[config.mk]
export PLATFORM = sky130hd
export DESIGN_NAME = board_cursor_ctrl
export DESIGN_NICKNAME = d
export VERILOG_FILES = /design/src/rtl/chess_pkg.sv /design/src/rtl/btn_debounce.sv /design/src/rtl/board_cursor_ctrl.sv
export SDC_FILE = /design/constraint.sdc
export NUM_CORES = 1
export LEC_CHECK = 0
export ABC_AREA = 1
export ABC_CLOCK_PERIOD_IN_PS = 1500
export BUFFER_PORTS_ARGS = -buffer_cell sky130_fd_sc_hd__buf_4
export CAP_MARGIN = 20
export CORE_MARGIN = 5
export CORE_UTILIZATION = 45
export DETAILED_ROUTE_END_ITERATION = 6
export GPL_TIMING_DRIVEN = 1
export PLACE_DENSITY = 0.6
export RECOVER_POWER = 25
export SLEW_MARGIN = 30
export SYNTH_ARGS = -nofsm -noshare
export SYNTH_HDL_FRONTEND = slang
export SYNTH_SLANG_ARGS = --single-unit
[constraint.sdc]
create_clock -name clk -period 1.5 [get_ports clk]
set_input_delay 0 -clock clk [delete_from_list [all_inputs] [get_ports clk]]
set_output_delay 0 -clock clk [all_outputs]
set_load 0.005 [all_outputs]
[src/rtl/chess_pkg.sv]
// chess_pkg: shared FSM states, button indices and board dimensions for the chess design
package chess_pkg;
    typedef enum logic [1:0] {ST_IDLE, ST_SELECTED, ST_REQUEST} state_t;
    localparam int BTN_U = 0;
    localparam int BTN_D = 1;
    localparam int BTN_L = 2;
    localparam int BTN_R = 3;
    localparam int BTN_C = 4;
    localparam int NUM_BTN = 5;
    localparam int BOARD_W_DEF = 8;
    localparam int BOARD_H_DEF = 8;
endpackage

[src/rtl/btn_debounce.sv]
// btn_debounce: synchroniser, debounce counter, press edge detect and optional auto-repeat
module btn_debounce #(
    parameter int DEBOUNCE_CYCLES = 4,
    parameter int REPEAT_CYCLES = 0
)(
    input  logic clk,
    input  logic reset,
    input  logic btn,
    output logic level,
    output logic press
);
    localparam int DW = $clog2(DEBOUNCE_CYCLES);
    localparam int PW = REPEAT_CYCLES > 1 ? $clog2(REPEAT_CYCLES) : 1;
    logic [1:0] sync;
    logic [DW-1:0] cnt;
    logic [PW-1:0] rcnt;
    logic flip, rpt;
    assign flip = (sync[1] != level) && (cnt == DW'(DEBOUNCE_CYCLES - 1));
    // a level flip always wins over a repeat so a release never emits a late pulse
    assign rpt = (REPEAT_CYCLES > 0) && level && !flip && (rcnt == PW'(REPEAT_CYCLES - 1));
    always_ff @(posedge clk or negedge reset)
        if (!reset) begin
            sync  <= '0;
            cnt   <= '0;
            rcnt  <= '0;
            level <= 1'b0;
            press <= 1'b0;
        end else begin
            sync  <= {sync[0], btn};
            cnt   <= (sync[1] == level || flip) ? '0 : cnt + DW'(1);
            level <= flip ? ~level : level;
            press <= (flip && !level) || rpt;
            rcnt  <= (flip || rpt || !level) ? '0 : rcnt + PW'(1);
        end
endmodule

[src/rtl/board_cursor_ctrl.sv]
// board_cursor_ctrl: debounced cursor movement and select/confirm move-request handshake
module board_cursor_ctrl
    import chess_pkg::*;
#(
    parameter int BOARD_W = BOARD_W_DEF,
    parameter int BOARD_H = BOARD_H_DEF,
    parameter int DEBOUNCE_CYCLES = 250000,
    parameter int REPEAT_CYCLES = 0,
    parameter int WRAP = 1,
    localparam int CW = $clog2(BOARD_W),
    localparam int RW = $clog2(BOARD_H)
)(
    input  logic          clk,
    input  logic          reset,
    input  logic          BTNU,
    input  logic          BTND,
    input  logic          BTNL,
    input  logic          BTNR,
    input  logic          BTNC,
    output logic [CW-1:0] cur_col,
    output logic [RW-1:0] cur_row,
    output logic          sel_valid,
    output logic [CW-1:0] sel_col,
    output logic [RW-1:0] sel_row,
    output logic          move_valid,
    output logic [CW-1:0] move_src_col,
    output logic [RW-1:0] move_src_row,
    output logic [CW-1:0] move_dst_col,
    output logic [RW-1:0] move_dst_row,
    input  logic          move_ready
);
    logic [NUM_BTN-1:0] raw, press, ev;
    state_t state;
    logic [CW-1:0] col_inc, col_dec, col_n;
    logic [RW-1:0] row_inc, row_dec, row_n;
    assign raw = {BTNC, BTNR, BTNL, BTND, BTNU};
    for (genvar g = 0; g < NUM_BTN; g++) begin : g_btn
        btn_debounce #(
            .DEBOUNCE_CYCLES(DEBOUNCE_CYCLES),
            .REPEAT_CYCLES(g == BTN_C ? 0 : REPEAT_CYCLES)
        ) u_db (
            .clk(clk),
            .reset(reset),
            .btn(raw[g]),
            .level(),
            .press(press[g])
        );
    end
    assign ev = (state == ST_REQUEST) ? '0 : press;
    assign row_inc = (cur_row == RW'(BOARD_H - 1)) ? (WRAP != 0 ? '0 : cur_row) : cur_row + RW'(1);
    assign row_dec = (cur_row == '0) ? (WRAP != 0 ? RW'(BOARD_H - 1) : cur_row) : cur_row - RW'(1);
    assign col_inc = (cur_col == CW'(BOARD_W - 1)) ? (WRAP != 0 ? '0 : cur_col) : cur_col + CW'(1);
    assign col_dec = (cur_col == '0) ? (WRAP != 0 ? CW'(BOARD_W - 1) : cur_col) : cur_col - CW'(1);
    // one direction per cycle, priority U > D > L > R
    assign row_n = ev[BTN_U] ? row_inc : ev[BTN_D] ? row_dec : cur_row;
    assign col_n = (ev[BTN_U] || ev[BTN_D]) ? cur_col : ev[BTN_L] ? col_dec : ev[BTN_R] ? col_inc : cur_col;
    always_ff @(posedge clk or negedge reset)
        if (!reset) begin
            state        <= ST_IDLE;
            cur_col      <= '0;
            cur_row      <= '0;
            sel_valid    <= 1'b0;
            sel_col      <= '0;
            sel_row      <= '0;
            move_valid   <= 1'b0;
            move_src_col <= '0;
            move_src_row <= '0;
            move_dst_col <= '0;
            move_dst_row <= '0;
        end else begin
            cur_col <= col_n;
            cur_row <= row_n;
            if (state == ST_IDLE && ev[BTN_C]) begin
                sel_col   <= cur_col;
                sel_row   <= cur_row;
                sel_valid <= 1'b1;
                state     <= ST_SELECTED;
            end else if (state == ST_SELECTED && ev[BTN_C]) begin
                if (cur_col == sel_col && cur_row == sel_row) begin
                    sel_valid <= 1'b0;
                    state     <= ST_IDLE;
                end else begin
                    move_src_col <= sel_col;
                    move_src_row <= sel_row;
                    move_dst_col <= cur_col;
                    move_dst_row <= cur_row;
                    move_valid   <= 1'b1;
                    state        <= ST_REQUEST;
                end
            end else if (state == ST_REQUEST && move_ready) begin
                move_valid <= 1'b0;
                sel_valid  <= 1'b0;
                state      <= ST_IDLE;
            end
        end
endmodule

==> results of run 1 <==
## flip-flops by register name, summed over array words and instances, names as in the netlist
signal,flops
sel_col,3
move_dst_row,3
move_valid,1
move_src_row,3
move_src_col,3
g_btn.u_db.sync,10
cur_col,3
g_btn.u_db.cnt,90
move_dst_col,3
sel_row,3
g_btn.u_db.press,5
sel_valid,1
state,2
g_btn.u_db.level,5
cur_row,3
## layer usage
| metal | vias up | wire [µm] | GRT usage |
|---|---|---|---|
| met5 | - | 0 | 0 |
| met4 | 0 | 112 | 0.04457 |
| met3 | 9 | 452 | 0.04154 |
| met2 | 79 | 6598 | 0.2540 |
| met1 | 2568 | 7122 | 0.2132 |
| li1 | 2866 | - | - |
## cell usage in the layout, fill, tap and decap left out, types with 11 or more instances in the layout
cell type                   count
sky130_fd_sc_hd__nand2_1      190
sky130_fd_sc_hd__nor2_1       168
sky130_fd_sc_hd__dfrtp_1      135
sky130_fd_sc_hd__inv_1         80
sky130_fd_sc_hd__buf_4         74
sky130_fd_sc_hd__xor2_1        51
sky130_fd_sc_hd__o21ai_0       35
sky130_fd_sc_hd__nand3_1       30
sky130_fd_sc_hd__nor3_1        25
sky130_fd_sc_hd__nand4_1       19
sky130_fd_sc_hd__clkbuf_16     18
sky130_fd_sc_hd__nor2_2        13
sky130_fd_sc_hd__nand2_2       11
sky130_fd_sc_hd__xnor2_1       11
## cell type report
class                      instances  area, µm²
inverter                          85      319.1
clock inverter                    15      151.4
clock buffer                      17      425.4
multi-input combinational        615       3271
sequential                       138       3457
fill                            1380       6466
timing repair buffer              92      764.5
tap                              188      235.2
## repair_timing
action | in CTS | in global routing
hold endpoints to repair | 147 | 0
hold buffers | 7 | 0
gates resized for setup | 0 | 54
buffers inserted | 0 | 14
setup endpoints to repair | 0 | 107
## through the flow
stage	total power, mW	cells	area [µm²]
detailed placement	4.124	1089	7607
floorplan	3.975	840	6867
global route	8.461	1150	8623
CTS	8.219	1128	8254
global placement	4.121	1089	7607
finish	8.155	1150	8623
## power by group through the flow
stage          combinational (mW)  clock (mW)  sequential, mW
2_1_floorplan               0.106           0            3.87
3_3_place_gp                0.250           0            3.87
3_5_place_dp                0.251           0            3.87
4_1_cts                     0.267        4.15            3.81
5_1_grt                     0.338        4.31            3.81
6_report                    0.295        4.05            3.81
## cell families after synthesis
family | after synthesis | synth area share
fa+ha+maj | 13 | 0.02369
xor+xnor | 64 | 0.08163
compound gates | 49 | 0.03699
simple gates | 482 | 0.2976
buf+inv | 94 | 0.05721
flops | 138 | 0.5029
## worst min path at each step
stage                            end  cells past startpoint
6_report       g_btn[0].u_db.cnt[10]                      2
5_1_grt        g_btn[0].u_db.cnt[15]                      2
4_1_cts        g_btn[0].u_db.cnt[15]                      2
3_5_place_dp   g_btn[0].u_db.cnt[15]                      1
3_3_place_gp   g_btn[0].u_db.cnt[15]                      1
2_1_floorplan             cur_col[0]                      0
==> summary.log, run 1 <==
INFO  synthesis      synthesized_flop_and_latch_total=138
INFO  run            timing.max_cap.violations=0
INFO  place          dpl.hpwl=9552µm
INFO  pwr            power_switching_share=0.2247
INFO  global_route   grt_pass1_wl=23430µm
INFO  worst_setup_path startpoint_type=flip-flop
INFO  synthesis      mapped_area=0.006867mm²
INFO  global_route   grt_max_degree=49
INFO  worst_setup_path critical_path_class=flip-flop to flip-flop
INFO  worst_setup_path worstReg2RegStart=g_btn[1].u_db.cnt[0]
INFO  synthesis      postSynthCellCount=840
INFO  pwr            max-vdd-ir-drop=0.0007205V
INFO  synthesis      synth.yosys.warnings=0
INFO  drt            post_drt_wl_per_cell=12.42µm
INFO  worst_setup_path regToRegEndpoint=g_btn[1].u_db.cnt[12]
INFO  pwr            total_leakage_power=3.868nW
INFO  pwr            seq_power_share=0.467
INFO  worst_setup_path critical_path.slowest_cell=sky130_fd_sc_hd__dfrtp_1
INFO  global_route   overflow=0
INFO  global_route   via_count_of_the_first_global_routing_pass=5133
INFO  pwr            powerDensity=945.6mW/mm²
INFO  final_layout   layout-drive-gt1-share=0.1923
INFO  worst_setup_path cp.buffers_inverters=0
INFO  drt            vias=5522
INFO  synthesis      synthFlopType=sky130_fd_sc_hd__dfrtp_1
INFO  synthesis      yosys.cell_types.count=30
INFO  floorplan      die_height=133.5µm
INFO  floorplan      die_w=133.5µm
INFO  worst_setup_path startpoint=g_btn[1].u_db.cnt[0]
INFO  cts            cts_tree=yes
INFO  floorplan      num_io_pins=34
INFO  worst_setup_path crit_end=g_btn[1].u_db.cnt[12]
INFO  pwr            power.share.clock=0.497
INFO  cts            clock_tree.buffer_depth=2
INFO  worst_setup_path critical_path_cell_count=8
INFO  pwr            power_switching=1.833mW
INFO  floorplan      core-area=0.01509mm²
INFO  pwr            gate_power_share=0.036
INFO  drt            first_pass_iters=5
INFO  sta            finalSetupTns=0ps
INFO  sta            rsz0062_at_grt=yes
INFO  worst_setup_path critPathRequiredTime=1800ps
INFO  worst_setup_path cpPeakStageDelay=400ps
INFO  sta            final_hold_viol_count=0
INFO  place          dp_worst_setup_slack=37.45ps
INFO  sta            period_needed=1443ps
INFO  synthesis      syn_nets=861
INFO  synthesis      post_synth.cell_area_avg=8.175µm²
INFO  synthesis      synth_largest_area_cell=sky130_fd_sc_hd__dfrtp_1
INFO  sta            final.setup_skew=8.300ps
INFO  cts            clk_root_buffer_cell=sky130_fd_sc_hd__clkbuf_16
INFO  worst_hold_path min_path_type=input pin to asynchronous set/reset pin
INFO  synthesis      post-synth-top-area-fraction=0.5029
INFO  global_route   grt_usage=0.1584
INFO  sta            finalSetupViolCount=0
INFO  synthesis      synth_edf_count=0
INFO  worst_setup_path worst_setup_path_end_kind=flip-flop
INFO  floorplan      fp-row-count=45
INFO  final_layout   antennaDiodeCount=0
INFO  sta            finalMaxSlewViolations=0
INFO  synthesis      async_flop_share=1.000
INFO  pwr            internal_power=6.322mW
INFO  worst_setup_path timing.critical_path.cells=ha_2, nand2_4, nor2_4, nand2_2, nor2_4, nand2_4, nand2_8, nor2_1
INFO  sta            slew-limit-headroom=0.5288
INFO  synthesis      synthTopCellsByCount=sky130_fd_sc_hd__nand2_1, sky130_fd_sc_hd__nor2_1, sky130_fd_sc_hd__dfrtp_1, sky130_fd_sc_hd__inv_1, sky130_fd_sc_hd__xor2_1
INFO  global_route   grt_antenna_before_repair=0
INFO  worst_setup_path data_arrival_time_of_the_worst_path=1750ps
INFO  cts            clock_latency_of_the_later_clocked_register_in_the_worst_skew_pair=420ps
INFO  sta            period_share=0.9621
INFO  drt            detailed_route_wl=14290µm
INFO  drt            vias_per_cell=4.802
INFO  drt            route.detailed.drc=0
INFO  synthesis      yosysSeqAreaShare=0.5029
INFO  sta            hold-worst-slack=75.91ps
INFO  worst_setup_path r2r.worst_path.cells=8
INFO  final_layout   final_core_utilization=0.5715
INFO  drt            antenna_violating_nets_post_route=0
INFO  sta            max_freq=692.9MHz
INFO  cts            cts.htree.levels=4
INFO  sta            setup_slack=56.82ps
INFO  sta            tightestPinTransition=704.4ps
INFO  final_layout   area_growth_syn_to_layout=25.58%
INFO  worst_setup_path worst_path_dominant_cell_family=simple AND/OR/NAND/NOR gates
INFO  cts            cts-buffers-inserted=17
INFO  cts            cts.reportedPaths.clkPinSlew=60ps
INFO  synthesis      yosys-top-cells-area=sky130_fd_sc_hd__dfrtp_1, sky130_fd_sc_hd__nand2_1, sky130_fd_sc_hd__nor2_1, sky130_fd_sc_hd__xor2_1, sky130_fd_sc_hd__inv_1
INFO  worst_setup_path reg2reg_slack=60ps
INFO  place          gp_routability_congestion=0.8439
INFO  outcome        outcome=finished, final reports clean
INFO  final_layout   nets=970
INFO  floorplan      die_area=0.01783mm²
INFO  drt            detail_route.iter0.violations=244
INFO  cts            cts.sinks=138
INFO  floorplan      initial_utilization=0.4551
INFO  place          port_buffers=33
INFO  worst_setup_path worst_path_maximum_fanout=8
INFO  synthesis      synthMostInstantiatedCell=sky130_fd_sc_hd__nand2_1
Power figures use the tool's default switching activity.
==> run 2: changes to the inputs <==
--- a/config.mk
+++ b/config.mk
@@ -6,7 +6,7 @@
 export NUM_CORES = 1
 export LEC_CHECK = 0
 export ABC_AREA = 1
-export ABC_CLOCK_PERIOD_IN_PS = 1500
+export ABC_CLOCK_PERIOD_IN_PS = 1900
 export BUFFER_PORTS_ARGS = -buffer_cell sky130_fd_sc_hd__buf_4
 export CAP_MARGIN = 20
 export CORE_MARGIN = 5
==> constraint.sdc (replaced) <==
create_clock -name clk -period 1.9 [get_ports clk]
set_input_delay 0.19 -clock clk [delete_from_list [all_inputs] [get_ports clk]]
set_output_delay 0.19 -clock clk [all_outputs]
set_load 0.005 [all_outputs]
==> run 2 against run 1 <==
Global-route usage rose by 0.11 points. Design area fell by 6.7%. Power fell by 17%. Register-to-register slack improved by 240 ps. Critical endpoint is now g_btn[0].u_db.cnt[16]. Largest cell class unchanged.
==> summary.log, run 2 (same netlist as run 1, synthesis figures left out) <==
INFO  cts            cts.reportedPaths.clkPinSlew=60ps [about the same]
INFO  pwr            power.share.clock=0.530 [+0.033]
INFO  place          dpl.hpwl=9472µm [-0.84%]
INFO  cts            cts.sinks=138 [unchanged]
INFO  final_layout   layout.cells.most_common=sky130_fd_sc_hd__nand2_1
INFO  worst_setup_path worst_path_dominant_cell_family=simple AND/OR/NAND/NOR gates
INFO  sta            rsz0062_at_grt=no
INFO  worst_setup_path worst_setup_path_end_kind=flip-flop
INFO  run            timing.max_cap.violations=0 [unchanged]
INFO  worst_setup_path regToRegEndpoint=g_btn[0].u_db.cnt[16]
INFO  drt            first_pass_iters=5 [unchanged]
INFO  final_layout   nets=915 [-5.7%]
INFO  sta            tightestPinTransition=1317ps [+612.3 ps]
INFO  worst_setup_path data_arrival_time_of_the_worst_path=1890ps [+140 ps]
INFO  worst_setup_path startpoint_type=flip-flop
INFO  sta            period_share=0.8450 [-0.1171]
INFO  pwr            total_leakage_power=3.540nW [-8.5%]
INFO  cts            clk_root_buffer_cell=sky130_fd_sc_hd__clkbuf_16
INFO  sta            finalSetupTns=0ps [unchanged]
INFO  drt            route.detailed.drc=0 [unchanged]
INFO  worst_setup_path critical_path_class=flip-flop to flip-flop
INFO  worst_setup_path crit_end=g_btn[0].u_db.cnt[16]
INFO  global_route   grt_antenna_before_repair=0 [unchanged]
INFO  floorplan      core-area=0.01509mm² [unchanged]
INFO  drt            vias_per_cell=4.754 [-0.99%]
INFO  floorplan      die_w=133.5µm [unchanged]
INFO  sta            finalMaxSlewViolations=0 [unchanged]
INFO  final_layout   registers.top_by_ff_count=g_btn.u_db.cnt
INFO  floorplan      die_height=133.5µm [unchanged]
INFO  global_route   overflow=0 [unchanged]
INFO  final_layout   largestRegisters=g_btn.u_db.cnt: 90 flops, g_btn.u_db.sync: 10 flops
INFO  place          port_buffers=33 [unchanged]
INFO  final_layout   antennaDiodeCount=0 [unchanged]
INFO  cts            cts.htree.levels=4 [unchanged]
INFO  drt            vias=5206 [-5.7%]
INFO  worst_setup_path r2r.worst_path.cells=6 [-2]
INFO  floorplan      die_area=0.01783mm² [unchanged]
INFO  pwr            power_switching_share=0.2045 [-0.02018]
INFO  place          dp_worst_setup_slack=296.7ps [+259.2 ps]
INFO  pwr            max-vdd-ir-drop=0.0006351V [-12%]
INFO  cts            cts_tree=yes
INFO  final_layout   layout-drive-gt1-share=0.09923 [-0.09308]
INFO  worst_setup_path critical_path.slowest_cell=sky130_fd_sc_hd__dfrtp_1
INFO  final_layout   n_fill_cell=1487 [+7.8%]
INFO  worst_setup_path worstReg2RegStart=g_btn[0].u_db.cnt[0]
INFO  sta            final_hold_viol_count=0 [unchanged]
INFO  sta            final.setup_skew=7.306ps [-0.9939 ps]
INFO  sta            slew-limit-headroom=0.1222 [-0.4066]
INFO  worst_hold_path min_path_type=input pin to flip-flop
INFO  floorplan      initial_utilization=0.4551 [unchanged]
INFO  final_layout   largest_register_ffs=90 [unchanged]
INFO  sta            finalSetupViolCount=0 [unchanged]
INFO  pwr            power_switching=1.385mW [-24%]
INFO  global_route   grt_max_degree=58 [+18%]
INFO  cts            post_cts_setup_repair_bufs=0 [unchanged]
INFO  drt            detailed_route_wl=13220µm [-7.5%]
INFO  cts            cts_hold_buffers=6 [-1]
INFO  sta            period_needed=1606ps [+162.3 ps]
INFO  final_layout   most-common-layout-cells=sky130_fd_sc_hd__nand2_1, sky130_fd_sc_hd__nor2_1, sky130_fd_sc_hd__dfrtp_1
INFO  global_route   grt_pass1_wl=23240µm [-0.79%]
INFO  worst_setup_path cpPeakStageDelay=400ps [about the same]
INFO  cts            clock_tree.buffer_depth=2 [unchanged]
INFO  floorplan      num_io_pins=34 [unchanged]
INFO  pwr            seq_power_share=0.444 [-0.023]
INFO  worst_setup_path reg2reg_slack=290ps [+240 ps]
INFO  worst_setup_path timing.critical_path.cells=ha_1, nand2_1, nor3_1, nand4_1, nand2_2, nor2_1
INFO  outcome        outcome=finished, final reports clean
INFO  pwr            powerDensity=841.3mW/mm² [-11%]
INFO  cts            clock_latency_of_the_later_clocked_register_in_the_worst_skew_pair=420ps [about the same]
INFO  sta            setup_slack=294.5ps [+237.7 ps]
INFO  global_route   grt_usage=0.1594 [+0.001077]
INFO  worst_setup_path cp.buffers_inverters=0 [unchanged]
INFO  worst_setup_path startpoint=g_btn[0].u_db.cnt[0]
INFO  cts            postCtsResizedCells=0 [unchanged]
INFO  global_route   via_count_of_the_first_global_routing_pass=5031 [-2.0%]
INFO  floorplan      fp-row-count=45 [unchanged]
INFO  final_layout   area_growth_syn_to_layout=17.18%
INFO  worst_setup_path critPathRequiredTime=2180ps [+380 ps]
INFO  worst_setup_path critical_path_cell_count=6 [-2]
INFO  sta            hold-worst-slack=62.76ps [-13.15 ps]
INFO  drt            antenna_violating_nets_post_route=0 [unchanged]
INFO  drt            post_drt_wl_per_cell=12.07µm [-2.8%]
INFO  pwr            gate_power_share=0.026 [-0.010]
INFO  worst_setup_path worst_path_maximum_fanout=18 [+10]
INFO  place          gp_routability_congestion=0.8354 [-1.0%]
INFO  cts            cts-buffers-inserted=17 [unchanged]
INFO  pwr            internal_power=5.385mW [-15%]
INFO  sta            max_freq=622.9MHz [-10%]
INFO  drt            detail_route.iter0.violations=218 [-11%]
-- run 2: cell types whose count changed in the layout (fill, tap and decap cells not counted), sizes merged --
cell,delta
dlygate4sd3,-1
clkbuf,+1
clkinvlp,-1
clkinv,-3
bufinv,+3
inv,-1
buf,-46
nand2,-7
-- run 2: worst min path at each step --
| stage | cells after the start | end | slack [ps] | startpoint |
|---|---|---|---|---|
| final | 4 | move_valid | 60 | move_ready |
| after CTS | 4 | move_valid | 40 | move_ready |
| after floorplan | 0 | cur_col[0] | -110 | reset |
| after global placement | 1 | g_btn[0].u_db.cnt[10] | 200 | reset |
| after detailed placement | 1 | g_btn[0].u_db.cnt[10] | 210 | reset |
| after global routing | 4 | move_valid | 80 | move_ready |
-- run 2: per-layer routing --
metal / track usage / wire length [µm] / up-vias
li1: - / - / 2752
met2: 0.2489 / 5968 / 69
met1: 0.2169 / 6651 / 2374
met3: 0.04116 / 418 / 11
met5: 0 / 0 / -
met4: 0.05486 / 178 / 0
-- run 2: worst reg2reg max path, cell delays in order (launching register included) --
cell and delay (ps):
sky130_fd_sc_hd__dfrtp_1 400, sky130_fd_sc_hd__ha_1 210, sky130_fd_sc_hd__nand2_1 100, sky130_fd_sc_hd__nor3_1 140, sky130_fd_sc_hd__nand4_1 190, sky130_fd_sc_hd__nand2_2 340, sky130_fd_sc_hd__nor2_1 100
-- run 2: power by group through the flow --
stage | Combinational, mW | Sequential [mW] | Clock (mW)
2_1_floorplan | 0.0838 | 3.05 | 0
3_3_place_gp | 0.175 | 3.06 | 0
3_5_place_dp | 0.177 | 3.06 | 0
4_1_cts | 0.187 | 3.01 | 3.67
5_1_grt | 0.208 | 3.01 | 3.82
6_report | 0.174 | 3.01 | 3.59
-- run 2: stage by stage --
| stage | power, mW | instance area [µm²] | instances | utilization |
|---|---|---|---|---|
| after floorplan | 3.138 | 6867 | 840 | - |
| after global placement | 3.235 | 7355 | 1057 | 0.4874 |
| after detailed placement | 3.238 | 7355 | 1057 | 0.4874 |
| after CTS | 6.863 | 8056 | 1095 | 0.5339 |
| after global routing | 7.039 | 8046 | 1095 | 0.5333 |
| final | 6.770 | 8046 | 1095 | 0.5333 |
-- run 2: area by class of cell --
| cell class | instances | area [µm²] | area share |
|---|---|---|---|
| inverters | 85 | 319.1 | 0.03965 |
| clock inverters | 13 | 198.9 | 0.02472 |
| clock buffers | 19 | 442.9 | 0.05505 |
| flip-flops and latches | 138 | 3453 | 0.4292 |
| multi-input cells | 608 | 3020 | 0.3754 |
| repair buffers | 44 | 376.6 | 0.04680 |
| well taps | 188 | 235.2 | 0.02923 |
==> run 3: changes to the inputs <==
--- a/config.mk
+++ b/config.mk
@@ -6,7 +6,7 @@
 export NUM_CORES = 1
 export LEC_CHECK = 0
 export ABC_AREA = 1
-export ABC_CLOCK_PERIOD_IN_PS = 1900
+export ABC_CLOCK_PERIOD_IN_PS = 1500
 export BUFFER_PORTS_ARGS = -buffer_cell sky130_fd_sc_hd__buf_4
 export CAP_MARGIN = 20
 export CORE_MARGIN = 5
==> constraint.sdc (replaced) <==
create_clock -name clk -period 1.5 [get_ports clk]
set_input_delay 0.15 -clock clk [delete_from_list [all_inputs] [get_ports clk]]
set_output_delay 0.15 -clock clk [all_outputs]
set_load 0.005 [all_outputs]
==> run 3 against run 2 <==
Critical path type unchanged. Largest power group is now registers. Clock skew down 1.8 ps. First-iteration DRC count is 55% higher. Worst setup slack worse by 270 ps.
==> summary.log, run 3 (same netlist as run 1, synthesis figures left out) <==
INFO  worst_setup_path startpoint_type=flip-flop
INFO  cts            clock_latency_of_the_later_clocked_register_in_the_worst_skew_pair=410ps [about the same]
INFO  final_layout   area_growth_syn_to_layout=23.56%
INFO  pwr            power_switching_share=0.2124 [+0.007841]
INFO  global_route   grt_usage=0.1589 [-0.0004885]
INFO  floorplan      die_w=133.5µm [unchanged]
INFO  floorplan      core-area=0.01509mm² [unchanged]
INFO  drt            route.detailed.drc=0 [unchanged]
INFO  sta            final_hold_viol_count=0 [unchanged]
INFO  cts            cts_tree=yes
INFO  final_layout   antennaDiodeCount=0 [unchanged]
INFO  sta            slew-limit-headroom=0.4641 [+0.3419]
INFO  sta            tightestPinTransition=803.9ps [-512.9 ps]
INFO  cts            cts-buffers-inserted=17 [unchanged]
INFO  final_layout   layout.cells.most_common=sky130_fd_sc_hd__nand2_1
INFO  worst_hold_path min_path_type=input pin to flip-flop
INFO  global_route   grt_max_degree=51 [-12%]
INFO  global_route   overflow=0 [unchanged]
INFO  drt            vias_per_cell=4.804 [+1.0%]
INFO  run            timing.max_cap.violations=0 [unchanged]
INFO  drt            vias=5462 [+4.9%]
INFO  pwr            seq_power_share=0.492 [+0.048]
INFO  global_route   via_count_of_the_first_global_routing_pass=5156 [+2.5%]
INFO  final_layout   most-common-layout-cells=sky130_fd_sc_hd__nand2_1, sky130_fd_sc_hd__nor2_1, sky130_fd_sc_hd__dfrtp_1
INFO  final_layout   largestRegisters=g_btn.u_db.cnt: 90 flops, g_btn.u_db.sync: 10 flops
INFO  drt            post_drt_wl_per_cell=12.35µm [+2.3%]
INFO  floorplan      die_height=133.5µm [unchanged]
INFO  pwr            total_leakage_power=3.785nW [+6.9%]
INFO  outcome        outcome=finished, final reports clean
INFO  drt            detail_route.iter0.violations=337 [+55%]
INFO  floorplan      die_area=0.01783mm² [unchanged]
INFO  pwr            power.total=7.754mW [+15%]
INFO  pwr            max-vdd-ir-drop=0.0007721V [+22%]
INFO  pwr            internal_power=6.107mW [+13%]
INFO  floorplan      num_io_pins=34 [unchanged]
INFO  final_layout   layout-drive-gt1-share=0.1812 [+0.08202]
INFO  floorplan      initial_utilization=0.4551 [unchanged]
INFO  worst_setup_path critical_path_class=flip-flop to flip-flop
INFO  final_layout   nets=962 [+5.1%]
INFO  place          port_buffers=33 [unchanged]
INFO  drt            first_pass_iters=4 [-1]
INFO  final_layout   largest_register_ffs=90 [unchanged]
INFO  floorplan      fp-row-count=45 [unchanged]
INFO  pwr            power.share.clock=0.471 [-0.059]
INFO  pwr            power_switching=1.647mW [+19%]
INFO  pwr            powerDensity=913.9mW/mm² [+8.6%]
INFO  pwr            gate_power_share=0.037 [+0.011]
INFO  place          place_area=0.007600mm² [+3.3%]
INFO  worst_setup_path worst_setup_path_end_kind=flip-flop
INFO  worst_setup_path critPathRequiredTime=1800ps [-380 ps]
INFO  final_layout   registers.top_by_ff_count=g_btn.u_db.cnt
INFO  drt            detailed_route_wl=14050µm [+6.3%]
INFO  cts            cts.reportedPaths.clkPinSlew=60ps [about the same]
INFO  place          gp_routability_congestion=0.8316 [-0.45%]
INFO  sta            period_share=0.9824 [+0.1374]
INFO  sta            finalMaxSlewViolations=0 [unchanged]
INFO  sta            max_freq=678.6MHz [+8.9%]
INFO  sta            final.setup_skew=5.542ps [-1.764 ps]
INFO  sta            rsz0062_at_grt=yes
INFO  global_route   grt_antenna_before_repair=0 [unchanged]
INFO  sta            finalSetupViolCount=0 [unchanged]
INFO  drt            antenna_violating_nets_post_route=0 [unchanged]
INFO  worst_setup_path data_arrival_time_of_the_worst_path=1770ps [-120 ps]
INFO  cts            cts.htree.levels=4 [unchanged]
INFO  cts            clock_tree.buffer_depth=2 [unchanged]
INFO  cts            cts.sinks=138 [unchanged]
INFO  cts            clk_root_buffer_cell=sky130_fd_sc_hd__clkbuf_16
INFO  final_layout   finalInstanceArea=0.008484mm² [+5.4%]
INFO  place          dpl.hpwl=9518µm [+0.48%]
INFO  global_route   grt_pass1_wl=23530µm [+1.2%]
INFO  worst_setup_path worst_path_maximum_fanout=8 [-10]
INFO  sta            period_needed=1474ps [-131.9 ps]
==> run 3: stage by stage <==
step           utilization  hold WS [ps]  TNS [ps]  std cells  worst slack, ps
2_1_floorplan            -        -145.6         0        840            76.59
3_3_place_gp        0.5036         51.76         0       1088            67.01
3_5_place_dp        0.5036         54.37         0       1088            6.635
4_1_cts             0.5413         9.589         0       1121            7.975
5_1_grt             0.5623         46.60    -423.2       1137           -70.82
6_report            0.5623         34.87         0       1137            26.33
==> run 3: final cells by class <==
type                            count  area (µm²)
Inverter                           85       319.1
Tap cell                          188       235.2
Clock buffer                       23       488.0
Multi-Input combinational cell    614        3269
Fill cell                        1414        6605
Sequential cell                   138        3457
Timing Repair Buffer               85       695.7
Clock inverter                      4       20.02
==> run 3: routing by layer <==
| metal | vias to the layer above | GRT usage | wire length [µm] |
|---|---|---|---|
| met4 | 0 | 0.05657 | 264 |
| met5 | - | 0 | 0 |
| met3 | 23 | 0.03852 | 430 |
| met2 | 81 | 0.2418 | 6236 |
| met1 | 2516 | 0.2223 | 7114 |
| li1 | 2842 | - | - |
==> run 3: worst paths after layout <==
check | start | end | slack (ps) | cells after the start
hold reg to reg | g_btn[0].u_db.sync[0] | g_btn[0].u_db.sync[1] | 340 | 0
max in group asynchronous | reset | g_btn[2].u_db.cnt[7] | 310 | 3
setup / recovery | g_btn[1].u_db.cnt[0] | g_btn[1].u_db.cnt[0] | 30 | 8
setup reg to reg | g_btn[1].u_db.cnt[0] | g_btn[1].u_db.cnt[0] | 30 | 8
min in group asynchronous | reset | g_btn[0].u_db.cnt[15] | 360 | 2
hold / removal | move_ready | move_valid | 30 | 4
==> run 3: worst max-delay path, stage by stage, from the launching register on <==
cell and delay, ps:
sky130_fd_sc_hd__dfrtp_1 420, sky130_fd_sc_hd__ha_4 170, sky130_fd_sc_hd__nand2_4 70, sky130_fd_sc_hd__nor2_4 90, sky130_fd_sc_hd__nand2_1 60, sky130_fd_sc_hd__nor2_1 110
sky130_fd_sc_hd__nand2_2 180, sky130_fd_sc_hd__nand2_4 190, sky130_fd_sc_hd__nor2_1 70
==> run 3: what timing repair did <==
item	in CTS	in global routing
setup endpoints to repair	0	110
hold buffers	6	0
buffers inserted	0	10
gates resized for setup	0	57
hold endpoints to repair	122	0
==> run 3: power by group through the flow <==
stage	sequential (mW)	combinational, mW	clock, mW
6_report	3.81	0.288	3.65
5_1_grt	3.82	0.331	3.94
4_1_cts	3.81	0.260	3.77
3_5_place_dp	3.87	0.248	0
3_3_place_gp	3.87	0.247	0
2_1_floorplan	3.87	0.106	0
